## src/rtl/id_ex_operand_stage_pkg.sv

```systemverilog
// id_ex_operand_stage_pkg: ALU opcodes, reset constants and ID/EX register layout
package id_ex_operand_stage_pkg;
  localparam logic [5:0] OP_SLL  = 6'h00;
  localparam logic [5:0] OP_SRL  = 6'h02;
  localparam logic [5:0] OP_SRA  = 6'h03;
  localparam logic [5:0] OP_ADD  = 6'h20;
  localparam logic [5:0] OP_ADDU = 6'h21;
  localparam logic [5:0] OP_SUB  = 6'h22;
  localparam logic [5:0] OP_SUBU = 6'h23;
  localparam logic [5:0] OP_OR   = 6'h25;
  localparam logic [5:0] DEF_BUBBLE_OP = OP_ADDU;
  localparam logic [31:0] DEF_RESET_PC = 32'h0000_3000;
  typedef struct packed {
    logic        valid;
    logic [31:0] pc;
    logic [31:0] rs_data;
    logic [31:0] rt_data;
    logic [31:0] imm32;
    logic [4:0]  shamt;
    logic [4:0]  rs;
    logic [4:0]  rt;
    logic [4:0]  wa;
    logic [5:0]  alu_op;
    logic        b_imm;
    logic        shift_imm;
    logic        shift_var;
    logic        reg_write;
    logic        mem_read;
  } ex_regs_t;
endpackage

```

## src/rtl/id_ex_operand_stage_fwd_sel.sv

```systemverilog
// id_ex_operand_stage_fwd_sel: forwarding mux for one source register; EX/MEM beats MEM/WB, $0 never forwarded
module id_ex_operand_stage_fwd_sel (
  input  logic [4:0]  r,
  input  logic [31:0] reg_val,
  input  logic [4:0]  mem_wa,
  input  logic        mem_we,
  input  logic [31:0] mem_data,
  input  logic [4:0]  wb_wa,
  input  logic        wb_we,
  input  logic [31:0] wb_data,
  output logic [31:0] val
);
  always_comb
    val = (r != 5'd0 && mem_we && mem_wa == r) ? mem_data :
          (r != 5'd0 && wb_we && wb_wa == r)   ? wb_data  : reg_val;
endmodule

```

## src/rtl/id_ex_operand_stage.sv

```systemverilog
// id_ex_operand_stage: ID/EX pipeline register with forwarded ALU operand selection and load-use detection
module id_ex_operand_stage
  import id_ex_operand_stage_pkg::*;
#(
  parameter logic [31:0] RESET_PC  = DEF_RESET_PC,
  parameter logic [5:0]  BUBBLE_OP = DEF_BUBBLE_OP
) (
  input  logic        clk,
  input  logic        rst_n,
  input  logic        stall,
  input  logic        flush,
  input  logic        id_valid,
  input  logic [31:0] id_pc,
  input  logic [31:0] id_rs_data,
  input  logic [31:0] id_rt_data,
  input  logic [31:0] id_imm32,
  input  logic [4:0]  id_shamt,
  input  logic [4:0]  id_rs,
  input  logic [4:0]  id_rt,
  input  logic        id_use_rs,
  input  logic        id_use_rt,
  input  logic [4:0]  id_wa,
  input  logic [5:0]  id_alu_op,
  input  logic        id_b_imm,
  input  logic        id_shift_imm,
  input  logic        id_shift_var,
  input  logic        id_reg_write,
  input  logic        id_mem_read,
  input  logic [4:0]  mem_wa,
  input  logic        mem_we,
  input  logic [31:0] mem_fwd_data,
  input  logic [4:0]  wb_wa,
  input  logic        wb_we,
  input  logic [31:0] wb_data,
  output logic [31:0] alu_x,
  output logic [31:0] alu_y,
  output logic [5:0]  alu_op,
  output logic        ex_valid,
  output logic [31:0] ex_pc,
  output logic [4:0]  ex_wa,
  output logic        ex_reg_write,
  output logic        ex_mem_read,
  output logic [31:0] ex_store_data,
  output logic        load_use_stall
);
  localparam ex_regs_t BUBBLE = '{1'b0, RESET_PC, 32'd0, 32'd0, 32'd0, 5'd0, 5'd0, 5'd0, 5'd0,
                                  BUBBLE_OP, 1'b0, 1'b0, 1'b0, 1'b0, 1'b0};
  ex_regs_t q;
  ex_regs_t cap;
  logic [31:0] fwd_rs;
  logic [31:0] fwd_rt;
  always_comb
    cap = id_valid ? '{1'b1, id_pc, id_rs_data, id_rt_data, id_imm32, id_shamt, id_rs, id_rt, id_wa,
                       id_alu_op, id_b_imm, id_shift_imm, id_shift_var, id_reg_write, id_mem_read}
                   : BUBBLE;
  always_ff @(posedge clk or negedge rst_n)
    if (!rst_n) q <= BUBBLE;
    else if (flush) q <= BUBBLE;
    else if (!stall) q <= cap;
  id_ex_operand_stage_fwd_sel u_fwd_rs (
    .r(q.rs), .reg_val(q.rs_data), .mem_wa(mem_wa), .mem_we(mem_we), .mem_data(mem_fwd_data),
    .wb_wa(wb_wa), .wb_we(wb_we), .wb_data(wb_data), .val(fwd_rs)
  );
  id_ex_operand_stage_fwd_sel u_fwd_rt (
    .r(q.rt), .reg_val(q.rt_data), .mem_wa(mem_wa), .mem_we(mem_we), .mem_data(mem_fwd_data),
    .wb_wa(wb_wa), .wb_we(wb_we), .wb_data(wb_data), .val(fwd_rt)
  );
  // shifts take the shifted value from rt; shift_imm outranks shift_var
  always_comb begin
    alu_x = (q.shift_imm || q.shift_var) ? fwd_rt : fwd_rs;
    alu_y = q.shift_imm ? {27'b0, q.shamt} : q.shift_var ? fwd_rs : q.b_imm ? q.imm32 : fwd_rt;
  end
  assign alu_op         = q.alu_op;
  assign ex_valid       = q.valid;
  assign ex_pc          = q.pc;
  assign ex_wa          = q.wa;
  assign ex_reg_write   = q.reg_write;
  assign ex_mem_read    = q.mem_read;
  assign ex_store_data  = fwd_rt;
  assign load_use_stall = q.valid & q.mem_read & (q.wa != 5'd0) & id_valid &
                          ((id_use_rs & (id_rs == q.wa)) | (id_use_rt & (id_rt == q.wa)));
endmodule

```

## config.mk

```make
export PLATFORM = sky130hd
export DESIGN_NAME = id_ex_operand_stage
export DESIGN_NICKNAME = d
export VERILOG_FILES = /design/src/rtl/id_ex_operand_stage_pkg.sv /design/src/rtl/id_ex_operand_stage_fwd_sel.sv /design/src/rtl/id_ex_operand_stage.sv
export SDC_FILE = /design/constraint.sdc
export NUM_CORES = 1
export LEC_CHECK = 0
export ABC_CLOCK_PERIOD_IN_PS = 6700
export CAP_MARGIN = 20
export CORE_MARGIN = 1
export CORE_UTILIZATION = 40
export DETAILED_ROUTE_END_ITERATION = 16
export PLACE_DENSITY = 0.79
export SLEW_MARGIN = 20
export SYNTH_ARGS = -nofsm -noshare
export SYNTH_HDL_FRONTEND = slang
export SYNTH_SLANG_ARGS = --single-unit
```

## constraint.sdc

```tcl
create_clock -name clk -period 6.7 [get_ports clk]
set_input_delay 1.005 -clock clk [delete_from_list [all_inputs] [get_ports clk]]
set_output_delay 1.005 -clock clk [all_outputs]
set_load 0.03 [all_outputs]
```

# --- Word-level counts from Yosys, hierarchy flattened ---
# Cells that the tools add are included.
totals:
  register_bits: 160
  latchBits: 0
  mem_bits_rw: 0
  mem_bits_ro: 0
  inputBits: 242
  out_inout_bits: 143
  mem_count: 0
op_classes:
  add_sub_neg: 0
  multipliers: 0
  div: 0
  n_lt_le_gt_ge: 0
  n_eq_ne: 7
  shifts: 0
  mux: 11
  n_bitwise: 7
  reduce_logical: 12
ops:
  columns: ["operator", "n"]
  rows:
  - ["160-bit two-way mux", 3]
  - ["32-bit two-way mux", 8]
  - ["5-bit == test", 6]
  - ["5-bit nonzero test", 3]
  - ["1-bit logical AND", 8]
  - ["1-bit bitwise AND", 6]
  - ["2-bit by 1-bit inequality test with 1-bit output, second input constant", 1]
  - ["1-bit logical OR", 1]
  - ["1-bit bitwise OR", 1]

# --- Depth between registers and ports, before layout ---
logic_depth:
  word_depth: 8
  mapped_depth: 9
  depth_no_buf: 5

# --- Cells and area by module ---
# A second synthesis with hierarchy kept.
unflattened:
  cells_unflattened: 941
  area_unflattened_um2: 9230.1
modules_own_cells:
  columns: ["module", "n_inst", "cells_per_inst", "area_per_inst_um2"]
  rows:
  - ["id_ex_operand_stage", 1, 603, 7333.3]
  - ["id_ex_operand_stage_fwd_sel", 2, 169, 948.4]

# --- Worst setup path before layout ---
# Ideal clock, no wire load.
synth_timing:
  path_kind: "input-to-output"
  start: "input mem_wa[0]"
  end: "output alu_y[10]"
  arrival_ns: 3.205
  required_time_ns: 5.695
  path_slack_ns: 2.490
  path_stages: 7
  n_path_buf: 2
  path_cell_list: "xor2_1 -> nor4_2 -> and2_1 -> buf_6 -> buf_2 -> o31ai_1 -> a221oi_1"
synth_between:
  elab_chain_len: 6
  word_cells_on_any_way: 9
  classes_between: "eq/ne (2); mux (5); reduce/logical (2)"
synth_rtl:
  columns: ["item", "line_no", "rtl"]
  rows:
  - ["from (decl)", "id_ex_operand_stage.sv:29", "input logic [4:0] mem_wa,"]
  - ["5-bit == test", "id_ex_operand_stage_fwd_sel.sv:14", "val = (r != 5'd0 && mem_we && mem_wa == r) ? mem_data :"]
  - ["1-bit logical AND", "id_ex_operand_stage_fwd_sel.sv:14", null]
  - ["32-bit two-way mux", "id_ex_operand_stage_fwd_sel.sv:14", null]
  - ["32-bit two-way mux", "id_ex_operand_stage.sv:71", "alu_y = q.shift_imm ? {27'b0, q.shamt} : q.shift_var ? fwd_rs : q.b_imm ? q.imm32 : fwd_rt;"]
  - ["32-bit two-way mux * (2 in a row)", "id_ex_operand_stage.sv:71", null]
  - ["to (decl)", "id_ex_operand_stage.sv:36", "output logic [31:0] alu_y,"]
# Every way passes the cells marked *; elsewhere a longest branch is shown, timed or not.

# --- Worst setup path after layout ---
layout_timing:
  start: "input wb_wa[0]"
  end: "output alu_y[29]"
layout_between:
  elab_chain_len: 7
  word_cells_on_any_way: 11
  classes_between: "eq/ne (2); mux (7); reduce/logical (2)"
layout_rtl:
  columns: ["item", "line_no", "rtl"]
  rows:
  - ["from (decl)", "id_ex_operand_stage.sv:32", "input logic [4:0] wb_wa,"]
  - ["5-bit == test", "id_ex_operand_stage_fwd_sel.sv:15", "(r != 5'd0 && wb_we && wb_wa == r) ? wb_data : reg_val;"]
  - ["1-bit logical AND", "id_ex_operand_stage_fwd_sel.sv:15", null]
  - ["32-bit two-way mux", "id_ex_operand_stage_fwd_sel.sv:15", null]
  - ["32-bit two-way mux", "id_ex_operand_stage_fwd_sel.sv:14", null]
  - ["32-bit two-way mux", "id_ex_operand_stage.sv:71", null]
  - ["32-bit two-way mux * (2 in a row)", "id_ex_operand_stage.sv:71", null]
# Marks and branches as above.

==> results.sh <==
export IMPL_critPathKind="in2out"
export IMPL_dp_cells=1529
export IMPL_startpoint="wb_wa[0]"
export IMPL_final_seq_area_um2=4013
export IMPL_critPathLaunchType="primary input"
export IMPL_synthCells=961
export IMPL_maxSlewViolCount=0
export IMPL_min_period_over_period=0.8303
export IMPL_power_total_mw=2.664
export IMPL_synthDistinctLibCells=47
export IMPL_place_congestion=0.8661
export IMPL_r2r_end="q[3]$_DFFE_PN0P_"
export IMPL_async_flop_share=1.000
export IMPL_dieArea_um2=24640
export IMPL_vias=10160
export IMPL_synth_area_leaders="dfrtp_1, a22o_1, buf_4, a311oi_1, clkbuf_1"
export IMPL_p_per_area_nw_per_um2=191.3
export IMPL_finalSetupTns_ns=0
export IMPL_synth_nets=1203
export IMPL_rows=56
export IMPL_pwr_share_comb=0.232
export IMPL_cpMostUsedCell="clkdlybuf4s50_1"
export IMPL_relSlewSlack=0.2319
export IMPL_insertion_delay_ns=0.43
export IMPL_yosysTopAreaCell="dfrtp_1"
export IMPL_required_ns=5.69
export IMPL_swShare=0.3245
export IMPL_hold_violations=0
export IMPL_cts_resized=0
export IMPL_core_area_um2=23540
export IMPL_grt_usage=0.3153
export IMPL_ys_ff_latch=160
export IMPL_netlist_area_leader_share=0.4063
export IMPL_slowest_stage="clkdlybuf4s50_1"
export IMPL_grt_max_degree=100
export IMPL_clk_pin_slew_ns=0.07
export IMPL_layout_commonest_cell="clkdlybuf4s50_1"
export IMPL_worst_pin_slew_ns=1.152
export IMPL_dpl_cell_area_um2=13280
export IMPL_run_status="finished, final reports clean"
export IMPL_antenna_found_initial=6
export IMPL_synth_edf_count=0
export IMPL_p_leak_nw=5.512
export IMPL_pre_cts_slack_ns=1.168
export IMPL_clkPwrFrac=0.380
export IMPL_pin_count=385
export IMPL_cts_tree="yes"
export IMPL_p_switching_uw=864.5
export IMPL_reg2regPathDepth=1
export IMPL_endpoint_kind="output port"
export IMPL_final_setup_worst_slack_ns=1.137
export IMPL_wl_per_cell_um=25.06
export IMPL_wirelength_mm=39.24
export IMPL_hp_class="reg2reg"
export IMPL_cts_sinks=160
export IMPL_root_buffer="clkbuf_16"
export IMPL_grt_pass1_vias=10030
export IMPL_nNetsFinal=1472
export IMPL_die_w_um=157.0
export IMPL_hold_buffers=0
export IMPL_r2r_start="q[3]$_DFFE_PN0P_"
export IMPL_postLayoutCellArea_um2=13930
export IMPL_drtIter0Drc=1081
export IMPL_drt_antenna_violating_nets=0
export IMPL_synth_area_um2=9608
export IMPL_cts_setup_buffers=0
export IMPL_fmax_mhz=179.8
export IMPL_p_int_mw=1.800
export IMPL_cts_max_path_buffers=2
export IMPL_multi_input_area_um2=4873
export IMPL_min_period_ns=5.563
export IMPL_port_buffers=384
export IMPL_die_h_um=157.0
export IMPL_area_growth_pct=44.99
export IMPL_critPathMaxStageDelay_ns=0.77
export IMPL_cp_cell_sequence="clkdlybuf4s50_1, xor2_1, or4b_1, buf_4, o21ai_0, a311o_1, a221oi_1, clkdlybuf4s50_1"
export IMPL_syn_avg_cell_area_um2=9.998
export IMPL_path_max_fanout=19
export IMPL_viasPerCell=6.487
export IMPL_synth_main_ff_cell="dfrtp_1"
export IMPL_overflow=0
export IMPL_yosysWarningCount=0
export IMPL_maxCapViolCount=0
export IMPL_critPathCapture="alu_y[29]"
export IMPL_yosysSeqAreaShare=0.4172
export IMPL_rsz0062_at_grt="false"
export IMPL_htree_levels=4
export IMPL_stdcell_count=1566
export IMPL_numCtsBuffers=17
export IMPL_drtPass1Iterations=7
export IMPL_pwr_share_seq=0.388
export IMPL_setup_viol=0
export IMPL_drcViolationCount=0
export IMPL_drive_above_1_share=0.06114
export IMPL_final_cell_mix="clkdlybuf4s50_1, a22o_1, dfrtp_1, a311oi_1, nand3_1"
export IMPL_peakVddDrop_mv=0.1408
export IMPL_num_fill_cells=2008
export IMPL_skew_ns=0
export IMPL_start_util=0.4081
export IMPL_crit_arrival_ns=4.56
export IMPL_place_hpwl_mm=25.58
export IMPL_reg2reg_setup_slack_ns=5.21
export IMPL_grt_pass1_wl_mm=58.59
[kinds of logic after synthesis]
kind of cell           count (synthesis)  share of synthesized area
AO/OA/AOI/OAI                        454                     0.3737
XOR/XNOR                              30                    0.02735
buffers and inverters                153                    0.08087
flip-flops                           160                     0.4172
AND/OR/NAND/NOR                      164                     0.1008
[critical path: cells and delay by family]
kind | cells | cell delay (ns)
AND/OR/NAND/NOR | 1 | 0.76
XOR/XNOR | 1 | 0.30
buffers and inverters | 3 | 1.70
AO/OA/AOI/OAI | 3 | 0.79
[state kept, by name, summed over array words and instances (netlist names)]
name and count:
ex_pc 32, ex_reg_write 1, ex_mem_read 1, q 114, ex_valid 1, ex_wa 5, alu_op 6
[layout make-up]
cell class	count	share of cell area
Antenna cell	4	0.0007185
Timing Repair Buffer	403	0.2886
Clock inverter	15	0.01365
Sequential cell	160	0.2880
Multi-Input combinational cell	648	0.3498
Tap cell	319	0.02865
Clock buffer	17	0.03054
[power groups by stage]
stage | combinational [mW] | sequential [mW] | clock [mW]
finish | 0.618 | 1.03 | 1.01
global route | 0.650 | 1.04 | 1.07
CTS | 0.611 | 1.03 | 1.03
detailed placement | 0.609 | 1.05 | 0
global placement | 0.604 | 1.05 | 0
floorplan | 0.293 | 1.04 | 0
[stage by stage]
stage / hold WS, ns / util
finish: 0.5025 / 0.5917
global route: 0.5115 / 0.5915
CTS: 0.5054 / 0.5901
detailed placement: 0.4849 / 0.5640
global placement: 0.4804 / 0.5640
floorplan: 0.4664 / -
[Yosys cell counts (2+ instances only)]
cell / count
buf_6: 3
nor2_1: 2
a21oi_1: 28
a311o_1: 32
dfstp_2: 4
o21ai_0: 30
clkbuf_2: 2
buf_4: 45
or4_1: 3
xnor2_1: 15
nand2b_1: 6
o21bai_1: 27
a221oi_1: 27
clkbuf_1: 86
o22a_1: 4
a31o_2: 5
and3_1: 32
nor4_1: 2
a311oi_1: 37
a31oi_1: 32
nand3_1: 34
nor2b_1: 3
a21boi_0: 27
xor2_1: 15
a22o_1: 155
nor3_1: 32
nand2_1: 13
buf_1: 10
a211o_1: 5
or2_2: 2
buf_2: 7
o21ai_1: 7
o211a_1: 3
o31ai_1: 32
dfrtp_1: 156
nand3b_1: 27
[routing by layer]
| layer | track usage | part of all wire | up-vias |
|---|---|---|---|
| met2 | 0.5088 | 0.47 | 781 |
| met1 | 0.3886 | 0.38 | 4874 |
| met4 | 0.1466 | 0.040 | 4 |
| met3 | 0.09003 | 0.12 | 140 |
| li1 | - | - | 4359 |
| met5 | 0 | 0.00069 | - |
[worst min-delay path by stage]
stage,cells after the start,slack (ns),start,endpoint
after floorplan,1,0.47,q[100]$_DFFE_PN0P_,q[100]$_DFFE_PN0P_
after global placement,1,0.48,q[110]$_DFFE_PN0P_,q[110]$_DFFE_PN0P_
after detailed placement,1,0.48,q[86]$_DFFE_PN0P_,q[86]$_DFFE_PN0P_
after CTS,1,0.51,q[124]$_DFFE_PN0P_,q[124]$_DFFE_PN0P_
after global routing,1,0.51,q[103]$_DFFE_PN0P_,q[103]$_DFFE_PN0P_
final,1,0.50,q[110]$_DFFE_PN0P_,q[110]$_DFFE_PN0P_
Power figures use the tool's default switching activity.
